==> src/rtl/proc_pkg.sv <==
// Shared processor types: arbiter state encoding, requester ids and default widths.
package proc_pkg;

    localparam int PROC_AW = 8;
    localparam int PROC_DW = 16;

    typedef enum logic [1:0] {
        IDLE   = 2'd0,
        ACCESS = 2'd1,
        WAIT   = 2'd2,
        RESP   = 2'd3
    } arb_state_t;

    localparam logic ARB_F = 1'b0;
    localparam logic ARB_D = 1'b1;

endpackage

==> src/rtl/mem_port_arbiter.sv <==
// Two-requester arbiter (fetch F, load/store D) for the single-port synchronous RAM.
// Optional F anti-starvation streak limit is compiled in with MEMARB_FAIR_EN.
//
// state  | meaning
// IDLE   | pick a winner, handshake latches the request
// ACCESS | mem_en strobe for one cycle, latency counter loaded
// WAIT   | count down RAM latency, capture read data at zero
// RESP   | one-cycle rsp_valid pulse to the winner
import proc_pkg::*;

module mem_port_arbiter #(
    parameter int AW         = PROC_AW,
    parameter int DW         = PROC_DW,
    parameter int MEM_LAT    = 1,
    parameter int MAX_STREAK = 4
) (
    input  logic          clk,
    input  logic          reset,
    input  logic          f_req_valid,
    input  logic [AW-1:0] f_req_addr,
    output logic          f_req_ready,
    output logic          f_rsp_valid,
    output logic [DW-1:0] f_rsp_data,
    input  logic          d_req_valid,
    input  logic          d_req_we,
    input  logic [AW-1:0] d_req_addr,
    input  logic [DW-1:0] d_req_wdata,
    output logic          d_req_ready,
    output logic          d_rsp_valid,
    output logic [DW-1:0] d_rsp_data,
    output logic          mem_en,
    output logic          mem_we,
    output logic [AW-1:0] mem_addr,
    output logic [DW-1:0] mem_wdata,
    input  logic [DW-1:0] mem_rdata,
    output logic          busy
);

    localparam int LCW = (MEM_LAT > 1) ? $clog2(MEM_LAT) : 1;

    if (MEM_LAT < 1) begin : g_bad_lat
        $error("mem_port_arbiter: MEM_LAT must be >= 1");
    end
    if (MAX_STREAK < 1) begin : g_bad_streak
        $error("mem_port_arbiter: MAX_STREAK must be >= 1");
    end

    arb_state_t    state_q, state_d;
    logic [LCW-1:0] lat_q, lat_d;
    logic          id_q;
    logic          we_q;
    logic          mem_en_q, mem_we_q;
    logic [AW-1:0] mem_addr_q;
    logic [DW-1:0] mem_wdata_q;
    logic [DW-1:0] f_rsp_data_q, d_rsp_data_q;
    logic          f_wins;
    logic          f_hs, d_hs;

`ifdef MEMARB_FAIR_EN
    localparam int SW = $clog2(MAX_STREAK + 1);
    logic [SW-1:0] streak_q;

    // F takes the port once D has won MAX_STREAK times in a row over a waiting F
    assign f_wins = f_req_valid && (!d_req_valid || streak_q == SW'(MAX_STREAK));

    always_ff @(posedge clk or posedge reset) begin
        if (reset) begin
            streak_q <= '0;
        end else if (d_hs) begin
            streak_q <= f_req_valid ? streak_q + SW'(1) : '0;
        end else if (f_hs) begin
            streak_q <= '0;
        end
    end
`else
    assign f_wins = f_req_valid && !d_req_valid;
`endif

    always_comb begin
        state_d     = state_q;
        lat_d       = lat_q;
        f_req_ready = 1'b0;
        d_req_ready = 1'b0;
        case (state_q)
            IDLE: begin
                f_req_ready = !reset && f_req_valid && f_wins;
                d_req_ready = !reset && d_req_valid && !f_wins;
                if (f_req_ready || d_req_ready) begin
                    state_d = ACCESS;
                end
            end
            ACCESS: begin
                state_d = WAIT;
                lat_d   = LCW'(MEM_LAT - 1);
            end
            WAIT: begin
                if (lat_q == '0) begin
                    state_d = RESP;
                end else begin
                    lat_d = lat_q - LCW'(1);
                end
            end
            RESP: begin
                state_d = IDLE;
            end
            default: begin
                state_d = IDLE;
            end
        endcase
    end

    assign f_hs = f_req_valid && f_req_ready;
    assign d_hs = d_req_valid && d_req_ready;

    always_ff @(posedge clk or posedge reset) begin
        if (reset) begin
            state_q      <= IDLE;
            lat_q        <= '0;
            id_q         <= ARB_F;
            we_q         <= 1'b0;
            mem_en_q     <= 1'b0;
            mem_we_q     <= 1'b0;
            mem_addr_q   <= '0;
            mem_wdata_q  <= '0;
            f_rsp_data_q <= '0;
            d_rsp_data_q <= '0;
        end else begin
            state_q  <= state_d;
            lat_q    <= lat_d;
            // strobes are only set on the handshake edge, so they live exactly in ACCESS
            mem_en_q <= f_hs || d_hs;
            mem_we_q <= d_hs && d_req_we;
            if (d_hs) begin
                id_q        <= ARB_D;
                we_q        <= d_req_we;
                mem_addr_q  <= d_req_addr;
                mem_wdata_q <= d_req_wdata;
            end else if (f_hs) begin
                id_q       <= ARB_F;
                we_q       <= 1'b0;
                mem_addr_q <= f_req_addr;
            end
            if (state_q == WAIT && lat_q == '0) begin
                if (id_q == ARB_F) begin
                    f_rsp_data_q <= mem_rdata;
                end else begin
                    d_rsp_data_q <= we_q ? '0 : mem_rdata;
                end
            end
        end
    end

    assign f_rsp_valid = (state_q == RESP) && (id_q == ARB_F);
    assign d_rsp_valid = (state_q == RESP) && (id_q == ARB_D);
    assign f_rsp_data  = f_rsp_data_q;
    assign d_rsp_data  = d_rsp_data_q;
    assign mem_en      = mem_en_q;
    assign mem_we      = mem_we_q;
    assign mem_addr    = mem_addr_q;
    assign mem_wdata   = mem_wdata_q;
    assign busy        = (state_q != IDLE);

endmodule

==> config.mk <==
export PLATFORM = sky130hd
export DESIGN_NAME = mem_port_arbiter
export DESIGN_NICKNAME = d
export VERILOG_FILES = /design/src/rtl/proc_pkg.sv /design/src/rtl/mem_port_arbiter.sv
export SDC_FILE = /design/constraint.sdc
export NUM_CORES = 1
export LEC_CHECK = 0
export BUFFER_PORTS_ARGS = -buffer_cell sky130_fd_sc_hd__buf_2
export CORE_ASPECT_RATIO = 1.5
export CORE_MARGIN = 2
export CORE_UTILIZATION = 50
export DETAILED_ROUTE_END_ITERATION = 16
export PLACE_DENSITY = 0.87
export REMOVE_ABC_BUFFERS = 1
export SLEW_MARGIN = 10
export SYNTH_ARGS = -nofsm -noshare
export SYNTH_HDL_FRONTEND = slang
export SYNTH_SLANG_ARGS = --single-unit
==> constraint.sdc <==
create_clock -name clk -period 3.45 [get_ports clk]
set_input_delay 0.5175 -clock clk [delete_from_list [all_inputs] [get_ports clk]]
set_output_delay 0.5175 -clock clk [all_outputs]
set_load 0.05 [all_outputs]
==> summary.txt, run 1 <==
kind of cell adding the most delay to the critical path - buffers and inverters
critical setup path kind - reg2out
CP max stage delay - 0.39 ns
Avg WL per Cell - 13.2 um
diode count - 0
worst clock skew - 0.00603 ns
via density per instance - 4.76
total of flip-flops plus latches after synthesis - 62
final weighted congestion of routability-driven global placement - 0.703
count of clock tree sinks - 62
endpoint type of the worst setup path - output port
core area - 5080 um2
highest fanout seen on the critical path - 17
proportion of register bits with asynchronous set or reset after synthesis - 100%
number of antenna violations at the first check in global routing - 0
overall die area - 5840 um2
area growth from synthesis to layout - 31.2%
Ys Warns - 0
Post-Syn Instances - 193
final-stage net count - 368
area post-placement - 3210 um2
total negative slack for setup checks - 0 ns
footprint of the flip-flops and latches - 1550 um2
leading cell type in the layout, fill and taps excluded - sky130_fd_sc_hd__buf_2
clock transition at the registers of the reported paths - 0.06 ns
nature of the critical path startpoint - flop
length of the first detailed-routing pass in iterations - 4
met3 routing resource usage after global routing - 4.13%
post-route fraction of the period consumed by the critical path - 66.8%
worst min-delay path class - in2async
finished layout cell area - 3440 um2
floorplan row count - 32
number of pins exceeding their max-slew limit in the final report - 0
post-cts resize count - 0
Yosys top cell area share - 59.2%
most used routing layer - met2
flip-flop cell with the highest count after synthesis - sky130_fd_sc_hd__dfrtp_1
grt met2 use - 31.7%
fraction of layout cells with a size suffix above 1 - 59.0%
remaining antenna violation count after routing - 0
time the worst path needs with I/O delays and setup - 2.31 ns
number of top-level design ports - 116
DIE HEIGHT - 92.6 um
Yosys cell types - 25
commonest cells after routing, fill and taps aside - sky130_fd_sc_hd__buf_2 (115), sky130_fd_sc_hd__dfrtp_1 (62), sky130_fd_sc_hd__nand2_1 (34), sky130_fd_sc_hd__mux2_2 (31)
final setup vio count - 0
post-CTS repair timing setup buffer count - 0
Max-Slew Margin vs Limit - 43.7%
worst slew pin tran - 0.843 ns
slowest cell on the critical path - sky130_fd_sc_hd__dfrtp_1
number of hold buffers added after CTS - 0
die outline width - 63.1 um
maximum number of pins on one net before global-route repair - 38
starting density of the core - 51.5%
vias in the first global route - 1902
buffering stage count on the worst path with inverters included - 3
deepest level of the CTS H-tree - 3
clock root cell - sky130_fd_sc_hd__clkbuf_8
sequence of cells on the critical path - inv_1 > ha_1 > nor2b_4 > nand2_4 > inv_8 > buf_2
compound-gate portion of the synthesized area - 4.35%
cell taking the most area after synthesis - sky130_fd_sc_hd__dfrtp_1
Peak Freq - 0.434 GHz
number of DRC violations after detailed-routing iteration 0 - 87
adder-cell share of the synthesized area - 1.43%
buffer levels on the longest clock path - 2
Multi-input gate area - 956 um2
Skew-Pair Late Insertion Delay - 0.33 ns
Worst EP required - 2.93 ns
met1 global-route usage - 23.9%
grt total ovfl - 0
vias - 1834
cell area after synthesis - 2620 um2
global-route usage over all layers - 19.1%
combinational family with the most area after synthesis - multiplexers
Fin. Hold Viols - 0
number of enable-type register cells in the synthesized netlist - 0
Post-Syn Area per Cell - 13.6 um2
final WL - 5090 um
global-route wire length before repair - 8710 um
Synth Area in XOR/XNOR - 0%
CP Data Arrival Time - 1.79 ns
DRC violation count after routing - 0
clock buffer count from CTS - 9
IO Port Bufs - 115
max-capacitance violation count - 0
largest cells by area after synthesis - sky130_fd_sc_hd__dfrtp_1 (59%), sky130_fd_sc_hd__mux2_2 (13%), sky130_fd_sc_hd__mux2_4 (9.7%)
Filler cells - 405
post-synthesis sequential area ratio - 59.2%
final HPWL from detailed placement - 3830 um
mux cell area share after synthesis - 23.5%
clock tree from TritonCTS - done
run status - completed
fraction of the mapped netlist area in simple logic gates - 7.21%
unrepaired setup endpoints after global routing - false
-- cell families after synthesis --
family | count (synthesis)
AOI/OAI and AO/OA | 21
adders and majority gates | 3
buffers and inverters | 16
DFF | 62
muxes | 49
and+or+nand+nor | 42
-- Yosys cell counts, types with 2 or more instances --
cell type                   n
sky130_fd_sc_hd__inv_1      6
sky130_fd_sc_hd__buf_12     2
sky130_fd_sc_hd__nand2_1   34
sky130_fd_sc_hd__clkbuf_1   4
sky130_fd_sc_hd__nor2_1     2
sky130_fd_sc_hd__mux2_2    31
sky130_fd_sc_hd__ha_1       3
sky130_fd_sc_hd__mux2_4    17
sky130_fd_sc_hd__dfrtp_1   62
sky130_fd_sc_hd__o21ai_0   17
-- routing by layer --
metal	share of wire, %	vias up	routed length, um
li1	-	886	-
met1	41	865	2110
met2	51	76	2600
met3	6.0	7	306
met4	1.3	0	68
met5	0	-	0
-- per-stage QoR --
| step | worst slack [ns] | std cells | utilization [%] | hold WS [ns] |
|---|---|---|---|---|
| 5_1_grt | 1.00 | 385 | 67.6 | 0.400 |
| 3_5_place_dp | 1.48 | 369 | 63.2 | 0.466 |
| 4_1_cts | 1.11 | 385 | 67.6 | 0.363 |
| 3_3_place_gp | 1.53 | 369 | 63.2 | 0.459 |
| 6_report | 1.14 | 385 | 67.6 | 0.355 |
| 2_1_floorplan | 1.39 | 185 | - | 0.512 |
-- registers in the layout, summed over array words and instances, names as in the netlist --
signal / cells
d_rsp_data: 16
f_rsp_data: 16
id_q: 1
mem_addr: 8
mem_en: 1
mem_wdata: 16
mem_we: 1
state_q: 2
we_q: 1
-- worst paths after layout --
check	from	endpoint	slack [ns]	cells after the start
worst min-delay path	reset	f_rsp_data[1]	0.36	2
min in group clk	d_req_wdata[2]	mem_wdata[2]	0.42	2
max in group asynchronous	reset	mem_addr[1]	2.29	3
worst max register to register	state_q[0]	mem_addr[7]	1.73	5
worst max-delay path	state_q[0]	d_req_ready	1.14	6
worst min register to register	d_rsp_data[11]	d_rsp_data[11]	0.47	2
-- area by class of cell --
class,count,area share [%]
sequential,62,45.2
multi-input combinational,115,27.8
timing repair buffer,116,17.0
clock buffer,10,4.01
clock inverter,6,2.48
tap,68,2.48
inverter,8,1.09
-- worst reg2reg max path, cell delays in order (launching register included) --
cell,delay [ns]
sky130_fd_sc_hd__dfrtp_1,0.39
sky130_fd_sc_hd__inv_1,0.10
sky130_fd_sc_hd__ha_1,0.23
sky130_fd_sc_hd__nor2b_4,0.21
sky130_fd_sc_hd__o21a_2,0.35
sky130_fd_sc_hd__mux2_4,0.33
Power of run 1 is left out: the tool's default activity adds up to more than one toggle a clock period on the data nets, which glitch-free logic cannot reach.
==> inputs of run 2 (changes only) <==
--- a/config.mk
+++ b/config.mk
@@ -8,9 +8,9 @@
 export BUFFER_PORTS_ARGS = -buffer_cell sky130_fd_sc_hd__buf_2
 export CORE_ASPECT_RATIO = 1.5
 export CORE_MARGIN = 2
-export CORE_UTILIZATION = 50
+export CORE_UTILIZATION = 47
 export DETAILED_ROUTE_END_ITERATION = 16
-export PLACE_DENSITY = 0.87
+export PLACE_DENSITY = 0.83
 export REMOVE_ABC_BUFFERS = 1
 export SLEW_MARGIN = 10
 export SYNTH_ARGS = -nofsm -noshare
==> constraint.sdc (replaced) <==
create_clock -name clk -period 2.13 [get_ports clk]
set_input_delay 0.3195 -clock clk [delete_from_list [all_inputs] [get_ports clk]]
set_output_delay 0.3195 -clock clk [all_outputs]
set_load 0.05 [all_outputs]
==> run 2 against run 1 <==
  * Via count increased by 1.3%
  * Design area increased by 1.5%
  * Critical path type unchanged
  * First-iteration DRC count increased by 4.6%
  * Sequential share of layout area decreased by 0.65 points
  * Setup slack got worse by 1.0 ns
  * Final cell count increased by 0.78%
  * Global-route usage decreased by 0.87 points
  * Core utilization decreased by 3.1 points
  * Clock skew increased by 0.0062 ns
  * Register-to-register slack got worse by 1.3 ns
  * Count of clock-buffer cells in the layout decreased by 1
  * Critical endpoint unchanged
==> summary.txt, run 2 (synthesized netlist as in run 1, its figures left out) <==
run status - completed
area growth from synthesis to layout - 33.1%
number of DRC violations after detailed-routing iteration 0 - 91 (+4.6%)
fraction of layout cells with a size suffix above 1 - 59.4% (+0.44 points)
diode count - 0 (unchanged)
grt total ovfl - 0 (unchanged)
deepest level of the CTS H-tree - 3 (unchanged)
starting density of the core - 48.4% (-3.1 points)
vias in the first global route - 1930 (+1.5%)
core area - 5410 um2 (+6.4%)
floorplan row count - 33 (+3.1%)
length of the first detailed-routing pass in iterations - 4 (unchanged)
die outline width - 64.9 um (+2.9%)
number of antenna violations at the first check in global routing - 0 (unchanged)
worst slew pin tran - 0.542 ns (-0.301 ns)
buffer levels on the longest clock path - 2 (unchanged)
remaining antenna violation count after routing - 0 (unchanged)
worst min-delay path class - in2async
max-capacitance violation count - 0 (unchanged)
worst clock skew - 0.0122 ns (+0.00622 ns)
Max-Slew Margin vs Limit - 63.6% (+20 points)
nature of the critical path startpoint - flop
clock buffer count from CTS - 9 (unchanged)
clock transition at the registers of the reported paths - 0.08 ns (+0.02 ns)
highest fanout seen on the critical path - 17 (unchanged)
critical setup path kind - reg2out
placed instance count - 372 (+0.81%)
detailed-route wire length on metal 1 - 2020 um (-4.3%)
DRC violation count after routing - 0 (unchanged)
maximum number of pins on one net before global-route repair - 39 (+2.6%)
number of pins exceeding their max-slew limit in the final report - 0 (unchanged)
global-route usage over all layers - 18.2% (-0.87 points)
Peak Freq - 0.492 GHz
Fin. Hold Viols - 0 (unchanged)
post-CTS repair timing setup buffer count - 0 (unchanged)
final WL - 5330 um (+4.8%)
vias - 1857 (+1.3%)
number of top-level design ports - 116 (unchanged)
count of clock tree sinks - 62 (unchanged)
number of hold buffers added after CTS - 0 (unchanged)
clock tree from TritonCTS - done
endpoint of the worst register-to-register path - mem_addr[5]
total negative slack for setup checks - 0 ns (unchanged)
Avg WL per Cell - 13.7 um (+4.0%)
DIE HEIGHT - 95.4 um (+3.0%)
global-route wire length before repair - 8470 um (-2.8%)
final cell count without fillers - 388 (+0.78%)
final-stage net count - 369 (+0.27%)
final weighted congestion of routability-driven global placement - 0.684 (-2.8%)
overall die area - 6200 um2 (+6.0%)
post-route fraction of the period consumed by the critical path - 95.5%
cell count of the worst reg-to-reg path - 5 (unchanged)
commonest cells after routing, fill and taps aside - sky130_fd_sc_hd__buf_2 (114), sky130_fd_sc_hd__dfrtp_1 (62), sky130_fd_sc_hd__nand2_1 (34), sky130_fd_sc_hd__mux2_2 (31)
final setup vio count - 0 (unchanged)
unrepaired setup endpoints after global routing - false
source of the worst register-to-register timing path - state_q[1]
CP Data Arrival Time - 1.71 ns (-0.08 ns)
Skew-Pair Late Insertion Delay - 0.33 ns (about the same)
final HPWL from detailed placement - 3940 um (+3.0%)
met2 WL - 2870 um (+10%)
via density per instance - 4.79 (+0.47%)
leading cell type in the layout, fill and taps excluded - sky130_fd_sc_hd__buf_2
register-to-register path setup slack - 0.43 ns (-1.30 ns)
Filler cells - 442 (+9.1%)
IO Port Bufs - 115 (unchanged)
Worst EP required - 1.81 ns (-1.12 ns)
time the worst path needs with I/O delays and setup - 2.03 ns
highest metal layer with signal wires - met4
clock root cell - sky130_fd_sc_hd__clkbuf_8
met3 WL post-DR - 371 um (+21%)
endpoint type of the worst setup path - output port
## run 2: cell count changes in the layout (fill, tap and decap cells not counted)
cell	before	now
sky130_fd_sc_hd__ha_2	0	1
sky130_fd_sc_hd__buf_2	115	114
sky130_fd_sc_hd__ha_1	3	2
sky130_fd_sc_hd__inv_6	0	1
sky130_fd_sc_hd__clkinvlp_4	2	3
sky130_fd_sc_hd__bufinv_16	2	3
sky130_fd_sc_hd__clkinv_2	2	0
sky130_fd_sc_hd__buf_4	1	2
sky130_fd_sc_hd__buf_12	0	1
sky130_fd_sc_hd__clkbuf_8	10	9
## run 2: critical path, stage by stage (launching register included)
cell                      delay, ns
sky130_fd_sc_hd__dfrtp_1       0.42
sky130_fd_sc_hd__inv_1         0.08
sky130_fd_sc_hd__ha_2          0.21
sky130_fd_sc_hd__nor2b_4       0.19
sky130_fd_sc_hd__nand2_4       0.09
sky130_fd_sc_hd__inv_8         0.15
sky130_fd_sc_hd__buf_4         0.22
## run 2: repair_timing
| item | CTS | global route |
|---|---|---|
| hold endpoints to repair | 0 | 0 |
| pin swaps | 0 | 0 |
| setup endpoints to repair | 1 | 2 |
| gates resized for setup | 1 | 1 |
## run 2: final cells by class
cell class                      count  area, um2  area share [%]
Clock buffer                        9        124            3.55
Multi-Input combinational cell    115        958            27.5
Timing Repair Buffer              117        606            17.4
Inverter                            8       37.5            1.08
Clock inverter                      7        121            3.48
Sequential cell                    62       1550            44.5
Tap cell                           70       87.6            2.51
## run 2: per-layer routing
metal | up-vias | global-route usage, %
li1 | 893 | -
met1 | 884 | 19.2
met3 | 6 | 5.43
met2 | 74 | 32.9
met4 | 0 | 8.51
met5 | - | 0
## run 2: worst max-delay path by stage
stage,start,endpoint,slack (ns),cells after the start
floorplan,reset,d_rsp_data[0],0.27,1
global placement,state_q[0],d_req_ready,0.41,6
detailed placement,state_q[0],d_req_ready,0.34,6
CTS,state_q[0],d_req_ready,0.03,6
global route,state_q[0],d_req_ready,0.004,6
finish,state_q[1],d_req_ready,0.1,6
## run 2: stage by stage
stage | hold WS, ns | utilization [%] | worst slack (ns) | area (um2)
floorplan | 0.449 | - | 0.269 | 2540
global placement | 0.437 | 59.8 | 0.412 | 3240
detailed placement | 0.448 | 59.8 | 0.340 | 3240
CTS | 0.0754 | 64.4 | 0.0332 | 3480
global route | 0.114 | 64.4 | 0.00438 | 3490
finish | 0.0725 | 64.4 | 0.0958 | 3490
Power of run 2 is left out for the same reason.
==> inputs of run 3 (changes only) <==
--- a/config.mk
+++ b/config.mk
@@ -8,9 +8,9 @@
 export BUFFER_PORTS_ARGS = -buffer_cell sky130_fd_sc_hd__buf_2
 export CORE_ASPECT_RATIO = 1.5
 export CORE_MARGIN = 2
-export CORE_UTILIZATION = 47
+export CORE_UTILIZATION = 40
 export DETAILED_ROUTE_END_ITERATION = 16
-export PLACE_DENSITY = 0.83
+export PLACE_DENSITY = 0.72
 export REMOVE_ABC_BUFFERS = 1
 export SLEW_MARGIN = 10
 export SYNTH_ARGS = -nofsm -noshare
==> run 3 against run 2 <==
  * Count of clock-buffer cells in the layout increased by 2
  * Sequential cell count unchanged
  * Wire length decreased by 2.8%
  * Non-clock buffer count increased by 1
  * Via count decreased by 0.22%
  * Largest cell class unchanged
  * Final cell count increased by 1.5%
  * Design area decreased by 1.4%
  * Global-route usage decreased by 2.8 points
==> summary.txt, run 3 (synthesized netlist as in run 1, its figures left out) <==
run status - completed
DIE HEIGHT - 103 um (+8.0%)
worst clock skew - 0.00871 ns (-0.00353 ns)
number of top-level design ports - 116 (unchanged)
Fin. Hold Viols - 0 (unchanged)
length of the first detailed-routing pass in iterations - 4 (unchanged)
vias - 1853 (-0.22%)
number of DRC violations after detailed-routing iteration 0 - 36 (-60%)
max-capacitance violation count - 0 (unchanged)
DRC violation count after routing - 0 (unchanged)
CP Data Arrival Time - 1.68 ns (-0.03 ns)
clock tree from TritonCTS - done
placed instance count - 379 (+1.9%)
number of hold buffers added after CTS - 0 (unchanged)
starting density of the core - 40.9% (-7.5 points)
deepest level of the CTS H-tree - 3 (unchanged)
Worst EP required - 1.81 ns (about the same)
Max-Slew Margin vs Limit - 62.5% (-1.1 points)
final cell count without fillers - 394 (+1.5%)
unrepaired setup endpoints after global routing - false
worst setup margin - 0.134 ns (+0.0379 ns)
clock buffer count from CTS - 9 (unchanged)
number of antenna violations at the first check in global routing - 0 (unchanged)
clock transition at the registers of the reported paths - 0.07 ns (about the same)
final setup vio count - 0 (unchanged)
final weighted congestion of routability-driven global placement - 0.685 (+0.15%)
Peak Freq - 0.501 GHz (+1.9%)
worst min-delay path class - in2async
count of clock tree sinks - 62 (unchanged)
area growth from synthesis to layout - 31.3%
core area - 6400 um2 (+18%)
endpoint type of the worst setup path - output port
setup slack at placement - 0.344 ns (+0.00435 ns)
floorplan row count - 36 (+9.1%)
final WL - 5180 um (-2.8%)
highest fanout seen on the critical path - 5 (-12)
overall die area - 7220 um2 (+17%)
nature of the critical path startpoint - flop
vias in the first global route - 1813 (-6.1%)
total negative slack for setup checks - 0 ns (unchanged)
remaining antenna violation count after routing - 0 (unchanged)
commonest cells after routing, fill and taps aside - sky130_fd_sc_hd__buf_2 (113), sky130_fd_sc_hd__dfrtp_1 (62), sky130_fd_sc_hd__nand2_1 (34), sky130_fd_sc_hd__mux2_2 (31)
global-route usage over all layers - 15.4% (-2.8 points)
global-route wire length before repair - 8470 um (about the same)
Final Util - 53.8% (-11 points)
post-route fraction of the period consumed by the critical path - 93.7% (-1.8 points)
grt total ovfl - 0 (unchanged)
critical setup path kind - reg2out
Skew-Pair Late Insertion Delay - 0.32 ns (about the same)
time the worst path needs with I/O delays and setup - 2.00 ns (-0.0379 ns)
fraction of layout cells with a size suffix above 1 - 59.1% (-0.31 points)
number of pins exceeding their max-slew limit in the final report - 0 (unchanged)
final HPWL from detailed placement - 3840 um (-2.7%)
worst slew pin tran - 0.559 ns (+0.0164 ns)
clock root cell - sky130_fd_sc_hd__clkbuf_8
IO Port Bufs - 115 (unchanged)
via density per instance - 4.70 (-1.7%)
diode count - 0 (unchanged)
die outline width - 70.1 um (+7.9%)
final-stage net count - 370 (+0.27%)
leading cell type in the layout, fill and taps excluded - sky130_fd_sc_hd__buf_2
Avg WL per Cell - 13.2 um (-4.3%)
buffer levels on the longest clock path - 2 (unchanged)
maximum number of pins on one net before global-route repair - 35 (-10%)
## run 3: changes by cell type in the layout (fill, tap and decap cells not counted)
cell / change
sky130_fd_sc_hd__bufinv_16: -2
sky130_fd_sc_hd__clkinv_2: +2
sky130_fd_sc_hd__clkinvlp_4: -2
sky130_fd_sc_hd__buf_12: -1
sky130_fd_sc_hd__buf_2: -1
sky130_fd_sc_hd__buf_4: +1
sky130_fd_sc_hd__buf_6: +1
sky130_fd_sc_hd__clkbuf_1: +1
sky130_fd_sc_hd__clkbuf_4: +1
sky130_fd_sc_hd__clkbuf_8: +1
sky130_fd_sc_hd__inv_6: -1
## run 3: metrics by stage
step | cell area [um2] | hold WS, ns
2_1_floorplan | 2540 | 0.449
3_3_place_gp | 3240 | 0.444
3_5_place_dp | 3240 | 0.456
4_1_cts | 3430 | 0.0873
5_1_grt | 3440 | 0.111
6_report | 3440 | 0.0976
## run 3: worst paths after layout
| check | start | endpoint | slack (ns) | cells past startpoint |
|---|---|---|---|---|
| hold reg to reg | d_rsp_data[14] | d_rsp_data[14] | 0.47 | 2 |
| min in group clk | d_req_wdata[11] | mem_wdata[11] | 0.22 | 2 |
| max in group asynchronous | reset | d_rsp_data[8] | 1.68 | 3 |
| hold / removal | reset | mem_addr[3] | 0.1 | 3 |
| setup reg to reg | state_q[0] | mem_addr[5] | 0.43 | 5 |
| setup / recovery | state_q[0] | f_req_ready | 0.13 | 5 |
## run 3: layout make-up
type / count / area [um2]
Clock buffer: 11 / 141
Clock inverter: 4 / 47.5
Fill cell: 579 / 2960
Inverter: 8 / 37.5
Multi-Input combinational cell: 115 / 958
Sequential cell: 62 / 1550
Tap cell: 76 / 95.1
Timing Repair Buffer: 118 / 607
## run 3: worst max-delay path, stage by stage (launching register included)
cell and delay, ns:
sky130_fd_sc_hd__dfrtp_1 0.38, sky130_fd_sc_hd__inv_1 0.10, sky130_fd_sc_hd__ha_2 0.23, sky130_fd_sc_hd__nor2b_4 0.19, sky130_fd_sc_hd__and3b_2 0.22, sky130_fd_sc_hd__clkbuf_4 0.23
## run 3: routing by layer
metal	wire length (um)	vias to the layer above	global-route usage, %
met5	0	-	0
met4	101	0	7.54
met3	376	9	5.08
met2	2600	77	26.2
met1	2110	874	17.4
li1	-	893	-
## run 3: timing repair
action,CTS,global route
setup buffers,0,0
endpoints found under the setup margin,1,2
gates resized for setup,1,3
Power of run 3 is left out for the same reason.
